==> src/rtl/sram_like_arbiter.sv <==
// Two-client SRAM-like bus arbiter with an in-order response ID FIFO.
// Optional macro ARB_ROUND_ROBIN_EN selects round-robin instead of fixed data-first priority.
module sram_like_arbiter #(
  parameter int OST_DEPTH = 4
) (
  input  logic        clk,
  input  logic        reset,
  input  logic        inst_req,
  input  logic        inst_wr,
  input  logic [1:0]  inst_size,
  input  logic [31:0] inst_addr,
  input  logic [31:0] inst_wdata,
  output logic        inst_addr_ok,
  output logic        inst_data_ok,
  output logic [31:0] inst_rdata,
  input  logic        data_req,
  input  logic        data_wr,
  input  logic [1:0]  data_size,
  input  logic [31:0] data_addr,
  input  logic [31:0] data_wdata,
  output logic        data_addr_ok,
  output logic        data_data_ok,
  output logic [31:0] data_rdata,
  output logic        m_req,
  output logic        m_wr,
  output logic [1:0]  m_size,
  output logic [31:0] m_addr,
  output logic [31:0] m_wdata,
  input  logic        m_addr_ok,
  input  logic        m_data_ok,
  input  logic [31:0] m_rdata,
  output logic [3:0]  ost_cnt,
  output logic        resp_err
);

  localparam int PW = $clog2(OST_DEPTH);

  typedef enum logic {ARB = 1'b0, HOLD = 1'b1} state_t;

  state_t               state_r, state_nxt_s;
  logic                 hold_id_r;
  logic [OST_DEPTH-1:0] id_fifo_r;
  logic [PW-1:0]        wr_ptr_r, rd_ptr_r;
  logic [3:0]           cnt_r;
  logic                 resp_err_r;

  logic arb_id_s, sel_id_s, sel_req_s, not_full_s, m_req_s;
  logic push_s, pop_s, head_id_s;

`ifdef ARB_ROUND_ROBIN_EN
  logic prio_data_r;

  // Priority flips to the requester that was not granted on each acceptance
  always_ff @(posedge clk) begin
    if (reset) begin
      prio_data_r <= 1'b1;
    end else if (push_s) begin
      prio_data_r <= ~sel_id_s;
    end
  end

  assign arb_id_s = (inst_req & data_req) ? prio_data_r : data_req;
`else
  assign arb_id_s = data_req;
`endif

  assign not_full_s = (cnt_r < 4'(OST_DEPTH));
  assign head_id_s  = id_fifo_r[rd_ptr_r];

  // Select the requester driving the master side: free arbitration or locked grant
  always_comb begin
    sel_id_s  = 1'b0;
    sel_req_s = 1'b0;
    case (state_r)
      ARB: begin
        sel_id_s  = arb_id_s;
        sel_req_s = inst_req | data_req;
      end
      HOLD: begin
        sel_id_s  = hold_id_r;
        sel_req_s = hold_id_r ? data_req : inst_req;
      end
      default: begin
        sel_id_s  = 1'b0;
        sel_req_s = 1'b0;
      end
    endcase
  end

  assign m_req_s = ~reset & sel_req_s & not_full_s;
  assign push_s  = m_req_s & m_addr_ok;
  assign pop_s   = ~reset & m_data_ok & (cnt_r != 4'd0);

  // Master-side request mux, forced quiet while reset is asserted
  always_comb begin
    m_req   = m_req_s;
    m_wr    = 1'b0;
    m_size  = 2'd0;
    m_addr  = 32'd0;
    m_wdata = 32'd0;
    if (reset) begin
      m_wr    = 1'b0;
    end else if (sel_id_s) begin
      m_wr    = data_wr;
      m_size  = data_size;
      m_addr  = data_addr;
      m_wdata = data_wdata;
    end else begin
      m_wr    = inst_wr;
      m_size  = inst_size;
      m_addr  = inst_addr;
      m_wdata = inst_wdata;
    end
  end

  assign inst_addr_ok = push_s & ~sel_id_s;
  assign data_addr_ok = push_s & sel_id_s;
  assign inst_data_ok = pop_s & ~head_id_s;
  assign data_data_ok = pop_s & head_id_s;
  assign inst_rdata   = m_rdata;
  assign data_rdata   = m_rdata;
  assign ost_cnt      = reset ? 4'd0 : cnt_r;
  assign resp_err     = reset ? 1'b0 : resp_err_r;

  // Grant locks when the slave stalls; released on acceptance or requester withdrawal
  always_comb begin
    state_nxt_s = state_r;
    case (state_r)
      ARB: begin
        if (m_req_s & ~m_addr_ok) begin
          state_nxt_s = HOLD;
        end else begin
          state_nxt_s = ARB;
        end
      end
      HOLD: begin
        if (push_s | ~sel_req_s) begin
          state_nxt_s = ARB;
        end else begin
          state_nxt_s = HOLD;
        end
      end
      default: state_nxt_s = ARB;
    endcase
  end

  // State, locked ID and sticky error registers
  always_ff @(posedge clk) begin
    if (reset) begin
      state_r    <= ARB;
      hold_id_r  <= 1'b0;
      resp_err_r <= 1'b0;
    end else begin
      state_r <= state_nxt_s;
      if (state_r == ARB) begin
        hold_id_r <= sel_id_s;
      end
      if (m_data_ok & (cnt_r == 4'd0)) begin
        resp_err_r <= 1'b1;
      end
    end
  end

  // In-order ID FIFO; simultaneous push and pop leaves the count unchanged
  always_ff @(posedge clk) begin
    if (reset) begin
      id_fifo_r <= '0;
      wr_ptr_r  <= '0;
      rd_ptr_r  <= '0;
      cnt_r     <= 4'd0;
    end else begin
      if (push_s) begin
        id_fifo_r[wr_ptr_r] <= sel_id_s;
        wr_ptr_r            <= wr_ptr_r + PW'(1);
      end
      if (pop_s) begin
        rd_ptr_r <= rd_ptr_r + PW'(1);
      end
      case ({push_s, pop_s})
        2'b10:   cnt_r <= cnt_r + 4'd1;
        2'b01:   cnt_r <= cnt_r - 4'd1;
        default: cnt_r <= cnt_r;
      endcase
    end
  end

endmodule

==> config.mk <==
export PLATFORM = sky130hd
export DESIGN_NAME = sram_like_arbiter
export DESIGN_NICKNAME = d
export VERILOG_FILES = /design/src/rtl/sram_like_arbiter.sv
export SDC_FILE = /design/constraint.sdc
export NUM_CORES = 1
export LEC_CHECK = 0
export BUFFER_PORTS_ARGS = -buffer_cell sky130_fd_sc_hd__clkbuf_2
export CORE_AREA = 2 2 121 123
export DETAILED_ROUTE_END_ITERATION = 7
export DIE_AREA = 0 0 123 125
export PLACE_DENSITY = 0.46
export SLEW_MARGIN = 5
export SYNTH_ARGS = -nofsm -noshare
export SYNTH_HDL_FRONTEND = slang
export SYNTH_SLANG_ARGS = --single-unit
==> constraint.sdc <==
create_clock -name clk -period 4 [get_ports clk]
set_input_delay 1 -clock clk [delete_from_list [all_inputs] [get_ports clk]]
set_output_delay 1 -clock clk [all_outputs]
set_load 0.005 [all_outputs]
Word level (Yosys, flattened, before mapping)
Index checks and enable logic that the tools add are counted.
Widths: inputs -> output; s select.

cells by class
  reductions and logical operators = 4
  eq/ne operators = 2
  bitwise logic cells = 19
  divide/modulo/power cells = 0
  $add $sub $neg = 4
  $lt $le $gt $ge = 4
  muxes and demuxes = 22
  multiply operators = 0
  shifts and indexed selects = 0

operator list
  operator             number
  $mux 32              4
  $and 1x1->1          11
  $mux 1               8
  $pmux 4 s2           1
  $lt 2x3->1 const B   2
  $not 1->1            6
  $pmux 1 s2           3
  $add 2x1->2 const B  2
  $add 4x1->4 const B  1
  $bwmux 4             1
  $logic_not 4->1      1
  $lt 4x3->1 const B   1
  $mux 2               2
  $mux 4               1
  $reduce_bool 4->1    1
  $sub 4x1->4 const B  1
  $bmux 1 s2           1
  $demux 1 s2          1
  $eq 2x1->1 const B   1
  $eq 2x2->1 const B   1
  $ge 2x1->1 const B   1
  $or 1x1->1           2
  $reduce_bool 2->1    1
  $logic_and 1x1->1    1

word-level totals
  bits in latches = 0
  bits in writable memories = 0
  output and inout bits = 141
  logic and storage cells = 62
  ROM bits = 0
  input port bits = 172
  memories kept = 0
  register bits after elaboration = 15

Logic depth before layout (Yosys ltp)
  word-level depth = 8
  gate-level depth with buffers = 12
  depth with buffers taken out = 10

Worst setup path after synthesis
OpenSTA, ideal clock, no wires.

  kind = input to register
  from = input reset
  to = register cnt_r[2]
  data required time = 3.941 ns
  setup slack = 0.820 ns
  stages = 12
  arrival time = 3.121 ns
  library setup time = 0.059 ns
  path buffers = 2
  cell sequence = clkbuf_1 > o21bai_1 > a211oi_4 > buf_6 > inv_1 > ha_1 > xor2_1 > ha_1 > a21oi_1 > xor2_1 > or4_1 > nand2_1

on the way
  longest elaborated chain between the ends = 6
  elaborated cells on any way between the ends = 10
  those cells by class = eq/ne (2); mux (1); bitwise (6); reduce/logical (1)

RTL lines
  what                                                    line    text
  start: declaration                                      7       input logic reset,
  $not 1->1                                               90, 92
  $and 1x1->1 (2 in series)                               90      assign m_req_s = ~reset & sel_req_s & not_full_s;
  $and 1x1->1                                             91      assign push_s = m_req_s & m_addr_ok;
  $eq 2x1->1 / $eq 2x2->1 (equally long branches)         179     case ({push_s, pop_s})
  $pmux 4 s2 / $reduce_bool 2->1 (equally long branches)  n/a
  end signal: assignment                                  180     2'b10: cnt_r <= cnt_r + 4'd1;
  end signal: assignment                                  181     2'b01: cnt_r <= cnt_r - 4'd1;
  end signal: assignment                                  182     default: cnt_r <= cnt_r;
  end: declaration                                        44      logic [3:0] cnt_r;

Several ways; a longest one is shown, not always the timed one.
A chain may end at the register's enable or synchronous reset.

Worst setup path after layout
  from = input reset
  to = output m_addr[24]

on the way
  longest elaborated chain between the ends = 1

RTL lines
  what              line  text
  $mux 32           101   if (reset) begin
  end: declaration  27    output logic [31:0] m_addr,

No other way between the ends.

==> impl_metrics.toml <==
[worst_hold_path]
hold_start = "resp_err_r"
hold_class = "reg2reg"

[pwr]
power.static_leakage_nw = 1.729
irDropWorstVdd_mv = 0.1777
powerDensity_nw_per_um2 = 218.4

[synth]
avgSynthCellArea_sq_um = 6.055
ys_seq_area_frac = 0.1305
netlist_instances = 380
synth_area_sq_um = 2301
syn-num-nets = 559
synthFlopType = "dfxtp_1"
synth-seq-cells = 15
synth_cell_types = 37
synth-edff-count = 0
synth-async-reset-ratio = 0
yosys_warnings = 0

[route]
wl_per_cell_um = 14.48
viasPerCell = 4.074
drt-initial-drc-count = 153
vias = 2852
ant_nets = 0
drtPass1Iterations = 4
wirelength_um = 10140
drc_errors = 0

[final_layout]
layout.nets = 696
drive_gt1_frac = 0.4612
final_common_cell = "clkbuf_2"
diodes = 0
final_cell_mix = "clkbuf_2 (215), nand2_1 (137), a21oi_1 (71)"
area_growth_pct = 38.28
final_util = 0.2240

[worst_setup_path]
cp-start-kind = "primary input"
critical_path_class = "in2out"
cp-end-kind = "output pin"
cp_data_required_time_ns = 3.00
worstPathArrival_ns = 2.28
crit_start = "reset"
cp_max_fo = 46
timing.rr.start = "cnt_r[1]"

[clock_tree]
clk_path_buf_depth = 2
cts_resized = 0
ctsHoldBuffers = 0
post_cts_buffers = 0
clk_latency_ns = 0.25
htreeDepth = 1
cts.sinks = 15
cts_tree = "built"
cts.clk_slew.worst_paths_ns = 0.05
clockRootBuffer = "clkbuf_16"
numCtsBuffers = 3

[place]
port-buffer-count = 216
place_hpwl_um = 8231
gp_congestion = 0.7389

[floorplanning]
rows = 44
coreArea_sq_um = 14200
initial_core_util = 0.1620
dieArea_sq_um = 15380
die_x_um = 123
die_h_um = 125
ios = 313

[sta]
fin_crit_sh = 0.8188
hold_slack_ns = 0.4708
rsz0062_at_grt = "no"
final-hold-violation-count = 0
fmax_mhz = 305.3
slew_violations = 0
setup_tns_ns = 0
worst_slew_pin_slew_ns = 0.5276
finalClockSkew_ns = 0.002773
relSlewSlack = 0.6450
setup-violations-final = 0
fin_crit_ns = 3.275

[grt]
grt_max_degree = 47
grt.total_usage = 0.1235
antenna_found_initial = 0
grt_pass1_vias = 2699
overflow = 0
grt_pass1_wl_um = 15000

[status]
outcome = "finished clean"

[job]
max-cap-violations = 0
[state kept, by name, summed over array words and instances (netlist names)]
register / cells
rd_ptr_r: 2
state_r: 1
hold_id_r: 1
cnt_r: 4
wr_ptr_r: 2
resp_err_r: 1
id_fifo_r: 4
[worst max-delay path, cell delays in order]
cell,delay [ns]
buf_4,0.40
buf_4,0.52
a21oi_1,0.16
clkbuf_2,0.15
[kinds of logic after synthesis]
| family | count (synthesis) | synth area share |
|---|---|---|
| compound gates | 86 | 0.2148 |
| xor+xnor | 6 | 0.02284 |
| fa+ha+maj | 7 | 0.03806 |
| buf+inv | 95 | 0.2686 |
| flops | 15 | 0.1305 |
| mux | 6 | 0.03426 |
| simple gates | 165 | 0.2909 |
[cell usage after synthesis, drive strengths merged, types with 2 or more instances]
cell type,n,share of area
o21ai,3,0.0065
nor3,2,0.0044
dfxtp,15,0.13
nor3b,2,0.0065
a311oi,4,0.021
xor2,3,0.011
xnor2,3,0.011
buf,71,0.23
nand2,137,0.22
inv,3,0.0049
ha,7,0.038
nor2b,6,0.016
clkbuf,21,0.035
mux2i,3,0.015
mux2,2,0.0098
a21oi,73,0.16
nor2,12,0.020
[worst paths after layout]
check	slack (ns)	to	cells past startpoint
max reg2reg	1.41	cnt_r[2]	10
min reg2reg	0.47	resp_err_r	2
max	0.72	m_addr[24]	4
min	0.47	resp_err_r	2
[through the flow]
stage / area, sq um / total power [mW] / setup WS, ns / std cells
6_report: 3182 / 0.6949 / 0.7248 / 700
4_1_cts: 3182 / 0.7063 / 0.6780 / 700
3_5_place_dp: 3102 / 0.5017 / 0.6837 / 696
2_1_floorplan: 2301 / 0.3834 / 0.8199 / 380
5_1_grt: 3182 / 0.7471 / 0.6065 / 700
3_3_place_gp: 3102 / 0.5052 / 0.6701 / 696
[layout make-up]
class | instances | area, sq um
fill | 1683 | 11020
timing repair buffer | 224 | 1169
clock inverter | 1 | 5.005
tap | 184 | 230.2
inverter | 3 | 11.26
sequential | 15 | 300.3
clock buffer | 3 | 75.07
multi-input combinational | 270 | 1391
[power breakdown]
| group | total, mW | switching (mW) | internal (mW) |
|---|---|---|---|
| Sequential | 0.172 | 0.0124 | 0.159 |
| Clock | 0.201 | 0.0673 | 0.134 |
| Combinational | 0.322 | 0.170 | 0.152 |
| Total | 0.695 | 0.249 | 0.446 |
[metal layers]
layer	share of wire	vias up	wire length (um)	track usage
met5	0	-	0	0
met1	0.42	1241	4300	0.1552
met3	0.093	4	941	0.03604
met4	0.0040	0	41	0.01471
met2	0.48	166	4856	0.2135
li1	-	1441	-	-
No activity file was read; power rests on OpenSTA's default activity.
